### config.mk
export PLATFORM = sky130hd
export DESIGN_NAME = vram_arbiter_flat
export DESIGN_NICKNAME = d
export VERILOG_FILES = /design/src/rtl/kestrel2_pkg.sv /design/src/rtl/vram_arbiter_if.sv /design/src/rtl/vram_arbiter.sv /design/src/flat_wrapper.sv
export SDC_FILE = /design/constraint.sdc
export NUM_CORES = 1
export LEC_CHECK = 0
export BUFFER_PORTS_ARGS = -buffer_cell sky130_fd_sc_hd__buf_4
export CAP_MARGIN = 10
export CORE_MARGIN = 5
export CORE_UTILIZATION = 50
export DETAILED_ROUTE_END_ITERATION = 6
export GPL_ROUTABILITY_DRIVEN = 0
export GPL_TIMING_DRIVEN = 1
export PLACE_DENSITY = 0.85
export SYNTH_ARGS = -nofsm -noshare
export SYNTH_HDL_FRONTEND = slang
export SYNTH_SLANG_ARGS = --single-unit
### constraint.sdc
create_clock -name sys_clk_i -period 3.4 [get_ports sys_clk_i]
set_clock_uncertainty 0.2 [all_clocks]
set_input_delay 0.68 -clock sys_clk_i [delete_from_list [all_inputs] [get_ports sys_clk_i]]
set_output_delay 0.68 -clock sys_clk_i [all_outputs]
set_load 0.05 [all_outputs]
### src/rtl/kestrel2_pkg.sv
// Shared Kestrel-2 definitions: video RAM geometry, arbiter state encoding
// and the CPU address-map constants used by the top-level decoder.
package kestrel2_pkg;

   localparam int unsigned VRAM_AW = 13;
   localparam int unsigned VRAM_DW = 16;

   typedef logic [VRAM_AW-1:0] vram_adr_t;
   typedef logic [VRAM_DW-1:0] vram_dat_t;

   typedef enum logic [1:0] {
      ST_IDLE  = 2'd0,
      ST_ISSUE = 2'd1,
      ST_WAIT  = 2'd2,
      ST_ACK   = 2'd3
   } vram_state_e;

   typedef enum logic {
      OWN_VID = 1'b0,
      OWN_CPU = 1'b1
   } vram_owner_e;

   // CPU data-bus map: bits [15:14] select the region, 2'b10 is video RAM.
   localparam int unsigned MAP_SEL_HI   = 15;
   localparam int unsigned MAP_SEL_LO   = 14;
   localparam logic [1:0]  MAP_VRAM_SEL = 2'b10;

   function automatic logic is_vram_adr(input logic [15:0] adr);
      return adr[MAP_SEL_HI:MAP_SEL_LO] == MAP_VRAM_SEL;
   endfunction

endpackage

### src/rtl/vram_arbiter_if.sv
// Bundle of the CPU, video-fetch and RAM-side signals around the arbiter;
// signal names are those of the original flat port list.
interface vram_arbiter_if;
   import kestrel2_pkg::*;

   vram_adr_t cpu_adr_i;
   vram_dat_t cpu_dat_i;
   vram_dat_t cpu_dat_o;
   logic      cpu_we_i;
   logic      cpu_stb_i;
   logic      cpu_ack_o;

   vram_adr_t vid_adr_i;
   logic      vid_stb_i;
   vram_dat_t vid_dat_o;
   logic      vid_ack_o;

   vram_adr_t ram_adr_o;
   vram_dat_t ram_dat_o;
   vram_dat_t ram_dat_i;
   logic      ram_en_o;
   logic      ram_we_o;

   modport slave (
      input  cpu_adr_i, cpu_dat_i, cpu_we_i, cpu_stb_i,
      input  vid_adr_i, vid_stb_i,
      input  ram_dat_i,
      output cpu_dat_o, cpu_ack_o,
      output vid_dat_o, vid_ack_o,
      output ram_adr_o, ram_dat_o, ram_en_o, ram_we_o
   );

   modport master (
      output cpu_adr_i, cpu_dat_i, cpu_we_i, cpu_stb_i,
      output vid_adr_i, vid_stb_i,
      output ram_dat_i,
      input  cpu_dat_o, cpu_ack_o,
      input  vid_dat_o, vid_ack_o,
      input  ram_adr_o, ram_dat_o, ram_en_o, ram_we_o
   );

endinterface

### src/rtl/vram_arbiter.sv
// Video RAM port arbiter: video fetch has priority, but the CPU is granted
// after VID_BURST consecutive video grants made while it was waiting.
module vram_arbiter
   import kestrel2_pkg::*;
#(
   parameter int unsigned VID_BURST = 4
) (
   input  logic          sys_clk_i,
   input  logic          sys_res_i,
   vram_arbiter_if.slave bus_io
);

   localparam logic [3:0] BURST_LIM = 4'(VID_BURST);

   vram_state_e state_q, state_d;
   vram_owner_e own_q, own_d;
   vram_adr_t   adr_q, adr_d;
   vram_dat_t   wdat_q, wdat_d;
   logic        we_q, we_d;
   logic [3:0]  run_q, run_d;
   vram_dat_t   cpu_dat_q, cpu_dat_d;
   vram_dat_t   vid_dat_q, vid_dat_d;
   logic        grant_vid, grant_cpu;

   always_comb begin
      grant_vid = 1'b0;
      grant_cpu = 1'b0;
      if (state_q == ST_IDLE) begin
         if (bus_io.vid_stb_i && !(bus_io.cpu_stb_i && run_q >= BURST_LIM)) begin
            grant_vid = 1'b1;
         end else if (bus_io.cpu_stb_i) begin
            grant_cpu = 1'b1;
         end
      end
   end

   always_comb begin
      state_d   = state_q;
      own_d     = own_q;
      adr_d     = adr_q;
      wdat_d    = wdat_q;
      we_d      = we_q;
      run_d     = run_q;
      cpu_dat_d = cpu_dat_q;
      vid_dat_d = vid_dat_q;

      unique case (state_q)
         ST_IDLE: begin
            if (grant_vid) begin
               own_d   = OWN_VID;
               adr_d   = bus_io.vid_adr_i;
               we_d    = 1'b0;
               state_d = ST_ISSUE;
            end else if (grant_cpu) begin
               own_d   = OWN_CPU;
               adr_d   = bus_io.cpu_adr_i;
               wdat_d  = bus_io.cpu_dat_i;
               we_d    = bus_io.cpu_we_i;
               state_d = ST_ISSUE;
            end
            // Run length only counts video wins the CPU actually waited through.
            if (grant_cpu || !bus_io.cpu_stb_i) begin
               run_d = '0;
            end else if (grant_vid && run_q != '1) begin
               run_d = run_q + 4'd1;
            end
         end
         ST_ISSUE: state_d = ST_WAIT;
         ST_WAIT: begin
            state_d = ST_ACK;
            if (own_q == OWN_CPU) begin
               cpu_dat_d = bus_io.ram_dat_i;
            end else begin
               vid_dat_d = bus_io.ram_dat_i;
            end
         end
         ST_ACK:  state_d = ST_IDLE;
         default: state_d = ST_IDLE;
      endcase
   end

   always_ff @(posedge sys_clk_i) begin
      if (sys_res_i) begin
         state_q   <= ST_IDLE;
         own_q     <= OWN_VID;
         adr_q     <= '0;
         wdat_q    <= '0;
         we_q      <= 1'b0;
         run_q     <= '0;
         cpu_dat_q <= '0;
         vid_dat_q <= '0;
      end else begin
         state_q   <= state_d;
         own_q     <= own_d;
         adr_q     <= adr_d;
         wdat_q    <= wdat_d;
         we_q      <= we_d;
         run_q     <= run_d;
         cpu_dat_q <= cpu_dat_d;
         vid_dat_q <= vid_dat_d;
      end
   end

   // RAM strobes come straight from the state so a write in ISSUE still
   // reaches the RAM on the same edge that a reset is sampled.
   assign bus_io.ram_en_o  = (state_q == ST_ISSUE);
   assign bus_io.ram_we_o  = (state_q == ST_ISSUE) && we_q;
   assign bus_io.ram_adr_o = adr_q;
   assign bus_io.ram_dat_o = wdat_q;

   assign bus_io.cpu_ack_o = (state_q == ST_ACK) && (own_q == OWN_CPU);
   assign bus_io.vid_ack_o = (state_q == ST_ACK) && (own_q == OWN_VID);
   assign bus_io.cpu_dat_o = cpu_dat_q;
   assign bus_io.vid_dat_o = vid_dat_q;

   a_one_ack: assert property (@(posedge sys_clk_i)
      !(bus_io.cpu_ack_o && bus_io.vid_ack_o));
   a_we_en: assert property (@(posedge sys_clk_i)
      bus_io.ram_we_o |-> bus_io.ram_en_o);

endmodule

### src/flat_wrapper.sv
// flat-port wrapper written by rule: the top's interface ports become plain ports
module vram_arbiter_flat import kestrel2_pkg::*;
#(
   parameter int unsigned VID_BURST = 4
)
  (sys_clk_i, sys_res_i, bus_io_cpu_adr_i, bus_io_cpu_dat_i, bus_io_cpu_we_i, bus_io_cpu_stb_i, bus_io_vid_adr_i, bus_io_vid_stb_i, bus_io_ram_dat_i, bus_io_cpu_dat_o, bus_io_cpu_ack_o, bus_io_vid_dat_o, bus_io_vid_ack_o, bus_io_ram_adr_o, bus_io_ram_dat_o, bus_io_ram_en_o, bus_io_ram_we_o);
  vram_arbiter_if bus_io_i ();
  input  logic sys_clk_i;
  input  logic sys_res_i;
  input wire logic [$bits(bus_io_i.cpu_adr_i)-1:0] bus_io_cpu_adr_i;
  input wire logic [$bits(bus_io_i.cpu_dat_i)-1:0] bus_io_cpu_dat_i;
  input wire logic [$bits(bus_io_i.cpu_we_i)-1:0] bus_io_cpu_we_i;
  input wire logic [$bits(bus_io_i.cpu_stb_i)-1:0] bus_io_cpu_stb_i;
  input wire logic [$bits(bus_io_i.vid_adr_i)-1:0] bus_io_vid_adr_i;
  input wire logic [$bits(bus_io_i.vid_stb_i)-1:0] bus_io_vid_stb_i;
  input wire logic [$bits(bus_io_i.ram_dat_i)-1:0] bus_io_ram_dat_i;
  output wire logic [$bits(bus_io_i.cpu_dat_o)-1:0] bus_io_cpu_dat_o;
  output wire logic [$bits(bus_io_i.cpu_ack_o)-1:0] bus_io_cpu_ack_o;
  output wire logic [$bits(bus_io_i.vid_dat_o)-1:0] bus_io_vid_dat_o;
  output wire logic [$bits(bus_io_i.vid_ack_o)-1:0] bus_io_vid_ack_o;
  output wire logic [$bits(bus_io_i.ram_adr_o)-1:0] bus_io_ram_adr_o;
  output wire logic [$bits(bus_io_i.ram_dat_o)-1:0] bus_io_ram_dat_o;
  output wire logic [$bits(bus_io_i.ram_en_o)-1:0] bus_io_ram_en_o;
  output wire logic [$bits(bus_io_i.ram_we_o)-1:0] bus_io_ram_we_o;
  assign bus_io_i.cpu_adr_i = bus_io_cpu_adr_i;
  assign bus_io_i.cpu_dat_i = bus_io_cpu_dat_i;
  assign bus_io_i.cpu_we_i = bus_io_cpu_we_i;
  assign bus_io_i.cpu_stb_i = bus_io_cpu_stb_i;
  assign bus_io_i.vid_adr_i = bus_io_vid_adr_i;
  assign bus_io_i.vid_stb_i = bus_io_vid_stb_i;
  assign bus_io_i.ram_dat_i = bus_io_ram_dat_i;
  assign bus_io_cpu_dat_o = bus_io_i.cpu_dat_o;
  assign bus_io_cpu_ack_o = bus_io_i.cpu_ack_o;
  assign bus_io_vid_dat_o = bus_io_i.vid_dat_o;
  assign bus_io_vid_ack_o = bus_io_i.vid_ack_o;
  assign bus_io_ram_adr_o = bus_io_i.ram_adr_o;
  assign bus_io_ram_dat_o = bus_io_i.ram_dat_o;
  assign bus_io_ram_en_o = bus_io_i.ram_en_o;
  assign bus_io_ram_we_o = bus_io_i.ram_we_o;
  vram_arbiter #(.VID_BURST(VID_BURST)) u_core (.sys_clk_i(sys_clk_i), .sys_res_i(sys_res_i), .bus_io(bus_io_i));
endmodule
# After elaboration in Yosys (flattened, before gate mapping)
# Cells that the tools add are included.
# totals
regBits	69
input_bits	63
output_inout_bits	65
# op_classes
add_sub_neg	1
order_cmp	1
eq_ne	5
muxes	16
bitwise	2
reduce_logical	17
# ops
operator	count
2-to-1 mux 13 bit	2
2-to-1 mux 1 bit	9
2-to-1 mux 4 bit	2
case mux 2 bit (4 select lines)	1
AND reduction 2 bit	4
logical AND 1 bit	6
adder 4 x 1 -> 4 bit (second input constant)	1
equality test 2 bit (second input constant)	2
greater-or-equal comparator 4 x 3 -> 1 bit (second input constant)	1
2-to-1 mux 2 bit	2
!= test 4 bit (second input constant)	1
nonzero test 2 bit	2
!= test 3 x 1 -> 1 bit (second input constant)	1
AND reduction 3 bit	1
equality test 2 x 1 -> 1 bit (second input constant)	1
zero test 1 bit	2
zero test 2 bit	1
inverter 1 bit	2
logical OR 1 bit	1

# Logic depth before layout (Yosys ltp)
# depth
word_depth	9
ltp_mapped	7
ltp_nobuf	5

# Worst setup path after synthesis
# Ideal clock, no wire load.
# synth_timing
kind	reg-to-output
startpoint	register u_core.state_q[1]
endpoint	output bus_io_ram_we_o
t_arrival_ps	1350
required_time_ps	2520
slack_ps	1170
path_stages_with_launch	4
path_buffers	0
path_cell_list	dfxtp_1 inv_1 ha_1 and2_1
# synth_between
elab_chain_len	2
# synth_rtl
element	line	text
start: declaration	vram_arbiter.sv:15	vram_state_e state_q, state_d;
start signal: assignment	vram_arbiter.sv:93	state_q <= state_d;
equality test 2 x 1 -> 1 bit	n/a	
via bus_io_ram_en_o	flat_wrapper.sv:23	output wire logic [$bits(bus_io_i.ram_en_o)-1:0] bus_io_ram_en_o;
logical AND 1 bit	vram_arbiter.sv:107	assign bus_io.ram_we_o = (state_q == ST_ISSUE) && we_q;
end: declaration	flat_wrapper.sv:24	output wire logic [$bits(bus_io_i.ram_we_o)-1:0] bus_io_ram_we_o;
# The timed path passes the listed nets, and every way through them passes these cells.

# Worst setup path in the final report
# layout_timing
startpoint	register u_core.state_q[1]
endpoint	output bus_io_ram_we_o
# layout_between
elab_chain_len	2
# layout_rtl
element	line
equality test 2 x 1 -> 1 bit	vram_arbiter.sv:107
logical AND 1 bit	vram_arbiter.sv:107
# No other way between the ends.

==> impl_metrics.json <==
{
  "tightest_slew_ns": 1.06,
  "hpwl_um": 5320,
  "syn2layout_area_growth_pct": 41.7,
  "netlist_instances": 326,
  "crit_path_cell_trace": "inv_1, ha_1, and2_1, buf_4",
  "h-tree-depth": 3,
  "post-route-min-period_ns": 2.23,
  "drc": 0,
  "ys_warn_count": 0,
  "syn-num-nets": 394,
  "yosysSeqAreaShare_pct": 50.6,
  "cts_tree": "yes",
  "crit_slowest_cell": "dfxtp_1",
  "cp_slowest_stage_delay_ns": 0.38,
  "drive_above_1_share_pct": 33.4,
  "root_buffer": "clkbuf_8",
  "routed_wl_um": 7670,
  "hold_path.startpoint": "u_core.bus_io.cpu_dat_o[11]",
  "leakagePower_nw": 1.61,
  "hold_buffers": 0,
  "hold_viol": 0,
  "max_freq_mhz": 448,
  "cts_setup_buffers": 0,
  "dieHeight_um": 83.9,
  "rows": 26,
  "die_x_um": 83.9,
  "ant_nets": 0,
  "cts_resized": 0,
  "rsz0062_at_grt": "no",
  "whs_ns": 0.258,
  "required_ns": 2.52,
  "powerDensity_nw_per_um2": 752,
  "cp.arrival_ns": 1.35,
  "cp-start-kind": "register",
  "crit_type": "reg2out",
  "maxCapViolations": 0,
  "r2r-start": "u_core.state_q[0]",
  "slew_headroom_pct": 29.4,
  "wl_per_cell_um": 15.0,
  "grt_usage_pct": 21.3,
  "setup_viol": 0,
  "hp-class": "reg2reg",
  "status": "finished clean",
  "rrSetupSlack_ns": 1.30,
  "vias_per_cell": 5.27,
  "slew_violations": 0,
  "fin_tns_setup_ns": 0,
  "antenna_found_initial": 0,
  "cts_buffers": 9,
  "crit_buf_inv": 2,
  "fin_crit_sh_pct": 65.7,
  "fp.coreArea_um2": 5200,
  "cts_max_path_buffers": 2,
  "first_pass_iters": 4,
  "worstReg2RegEnd": "u_core.bus_io.ram_adr_o[1]",
  "cp-end-kind": "primary output",
  "clock-sinks": 69,
  "insertion_delay_ns": 0.33,
  "grt_max_degree": 70,
  "port_buffers": 127,
  "min_to": "u_core.bus_io.cpu_dat_o[11]",
  "critPathMaxFanout": 4,
  "grt_pass1_wl_um": 12200,
  "drt_iter0_drc": 186,
  "antennaDiodeCount": 0,
  "hold_depth": 2,
  "utilization_pct": 74.3,
  "gr-total-overflow": 0,
  "r2r_cells": 6,
  "ios": 128,
  "synth_cell_types": 27,
  "clk_pin_slew_worst_paths_ns": 0.08,
  "finalNetCount": 504,
  "synth-seq-cells": 69,
  "dieArea_um2": 7040,
  "path_delay_family": "flip-flops",
  "syn_area_per_cell_um2": 8.37,
  "grt_pass1_vias": 2489,
  "netlist_area_um2": 2730,
  "dr_total_vias": 2690,
  "initial_core_util_pct": 52.4,
  "irDropWorstVdd_mv": 0.533
}
==> worst max path at each step <==
stage	startpoint	to	slack (ns)	depth (start not counted)
after floorplan	u_core.state_q[1]	bus_io_ram_we_o	1.17	3
final	u_core.state_q[1]	bus_io_ram_we_o	1.17	4
after detailed placement	bus_io_vid_stb_i	u_core.we_q	1.05	4
after CTS	u_core.state_q[1]	bus_io_ram_we_o	1.16	4
after global routing	u_core.state_q[1]	bus_io_ram_we_o	1.10	4
after global placement	bus_io_vid_stb_i	u_core.we_q	1.05	4
==> stage by stage <==
stage               cell area (um^2)  instances  power (mW)  setup slack, ns
floorplan                       2730        326        1.82             1.17
global placement                3630        495        2.11             1.05
detailed placement              3630        495        2.13             1.05
CTS                             3870        510        2.92             1.16
global route                    3870        510        3.04             1.10
finish                          3870        510        2.91             1.17
==> logic make-up (layout without fill, tap and decap cells) <==
kind of cell,after synthesis,in the layout,synth area share [%]
AND/OR/NAND/NOR,120,120,20.3
buffers and inverters,33,147,6.19
multiplexers,1,1,0.367
adder cells (fa/ha/maj),5,5,2.29
AO/OA/AOI/OAI,98,98,20.3
flip-flops,69,69,50.6
==> cell type report <==
cell class                      instances  area [um^2]
Clock buffer                            9          124
Clock inverter                          6          111
Fill cell                             425         1340
Inverter                                2         7.51
Multi-Input combinational cell        224         1180
Sequential cell                        69         1380
Tap cell                               70         87.6
Timing Repair Buffer                  130          976
==> Yosys cell counts (all sizes together) <==
master	number	area [um^2]
nor3	1	5.00
dfxtp	69	1380
nand3	29	145
a211oi	1	7.51
or3b	1	8.76
a21oi	64	320
nor2	5	18.8
ha	5	62.6
nand4	2	12.5
clkbuf	16	65.1
mux2i	1	10.0
nand2b	4	25.0
nor2b	2	12.5
nand2	67	251
a32oi	14	123
and2	5	31.3
o21ai	18	90.1
nand4b	1	8.76
nor3b	3	33.8
inv	2	7.51
a22oi	1	12.5
buf	15	96.3
==> flip-flops by register name, indices dropped and copies added, names as in the netlist <==
name and cells:
u_core.own_q 1, u_core.bus_io.vid_dat_o 16, u_core.state_q 2, u_core.run_q 4, u_core.bus_io.cpu_dat_o 16, u_core.bus_io.ram_dat_o 16
u_core.we_q 1, u_core.bus_io.ram_adr_o 13
==> where the power goes <==
part	total, mW	internal (mW)	switching (mW)
clock network	0.788	0.484	0.304
registers	1.00	0.928	0.0738
logic	1.12	0.350	0.768
total	2.91	1.76	1.15
==> worst register-to-register path, stage by stage (launching register included) <==
cell and delay [ns]:
dfxtp_1 0.36, inv_1 0.09, ha_1 0.36, and2_1 0.37, buf_4 0.34, nand3_1 0.12, a21oi_1 0.18
==> cells in the final DEF (no fill, tap or decap), drive strengths merged, types with 2 or more instances in the layout <==
master and n:
a21oi 64, a32oi 14, and2 5, buf 130, bufinv 3, clkbuf 9, dfxtp 69, ha 5
inv 3, nand2 67, nand2b 4, nand3 29, nand4 2, nor2 5, nor2b 2, nor3b 3
o21ai 18
==> metal layers <==
| metal | wire length [um] | GRT usage (%) |
|---|---|---|
| met1 | 3100 | 25.3 |
| met2 | 4070 | 37.2 |
| met3 | 449 | 6.12 |
| met4 | 57 | 6.58 |
| met5 | 0 | 0 |
No activity file was read; power rests on OpenSTA's default activity.
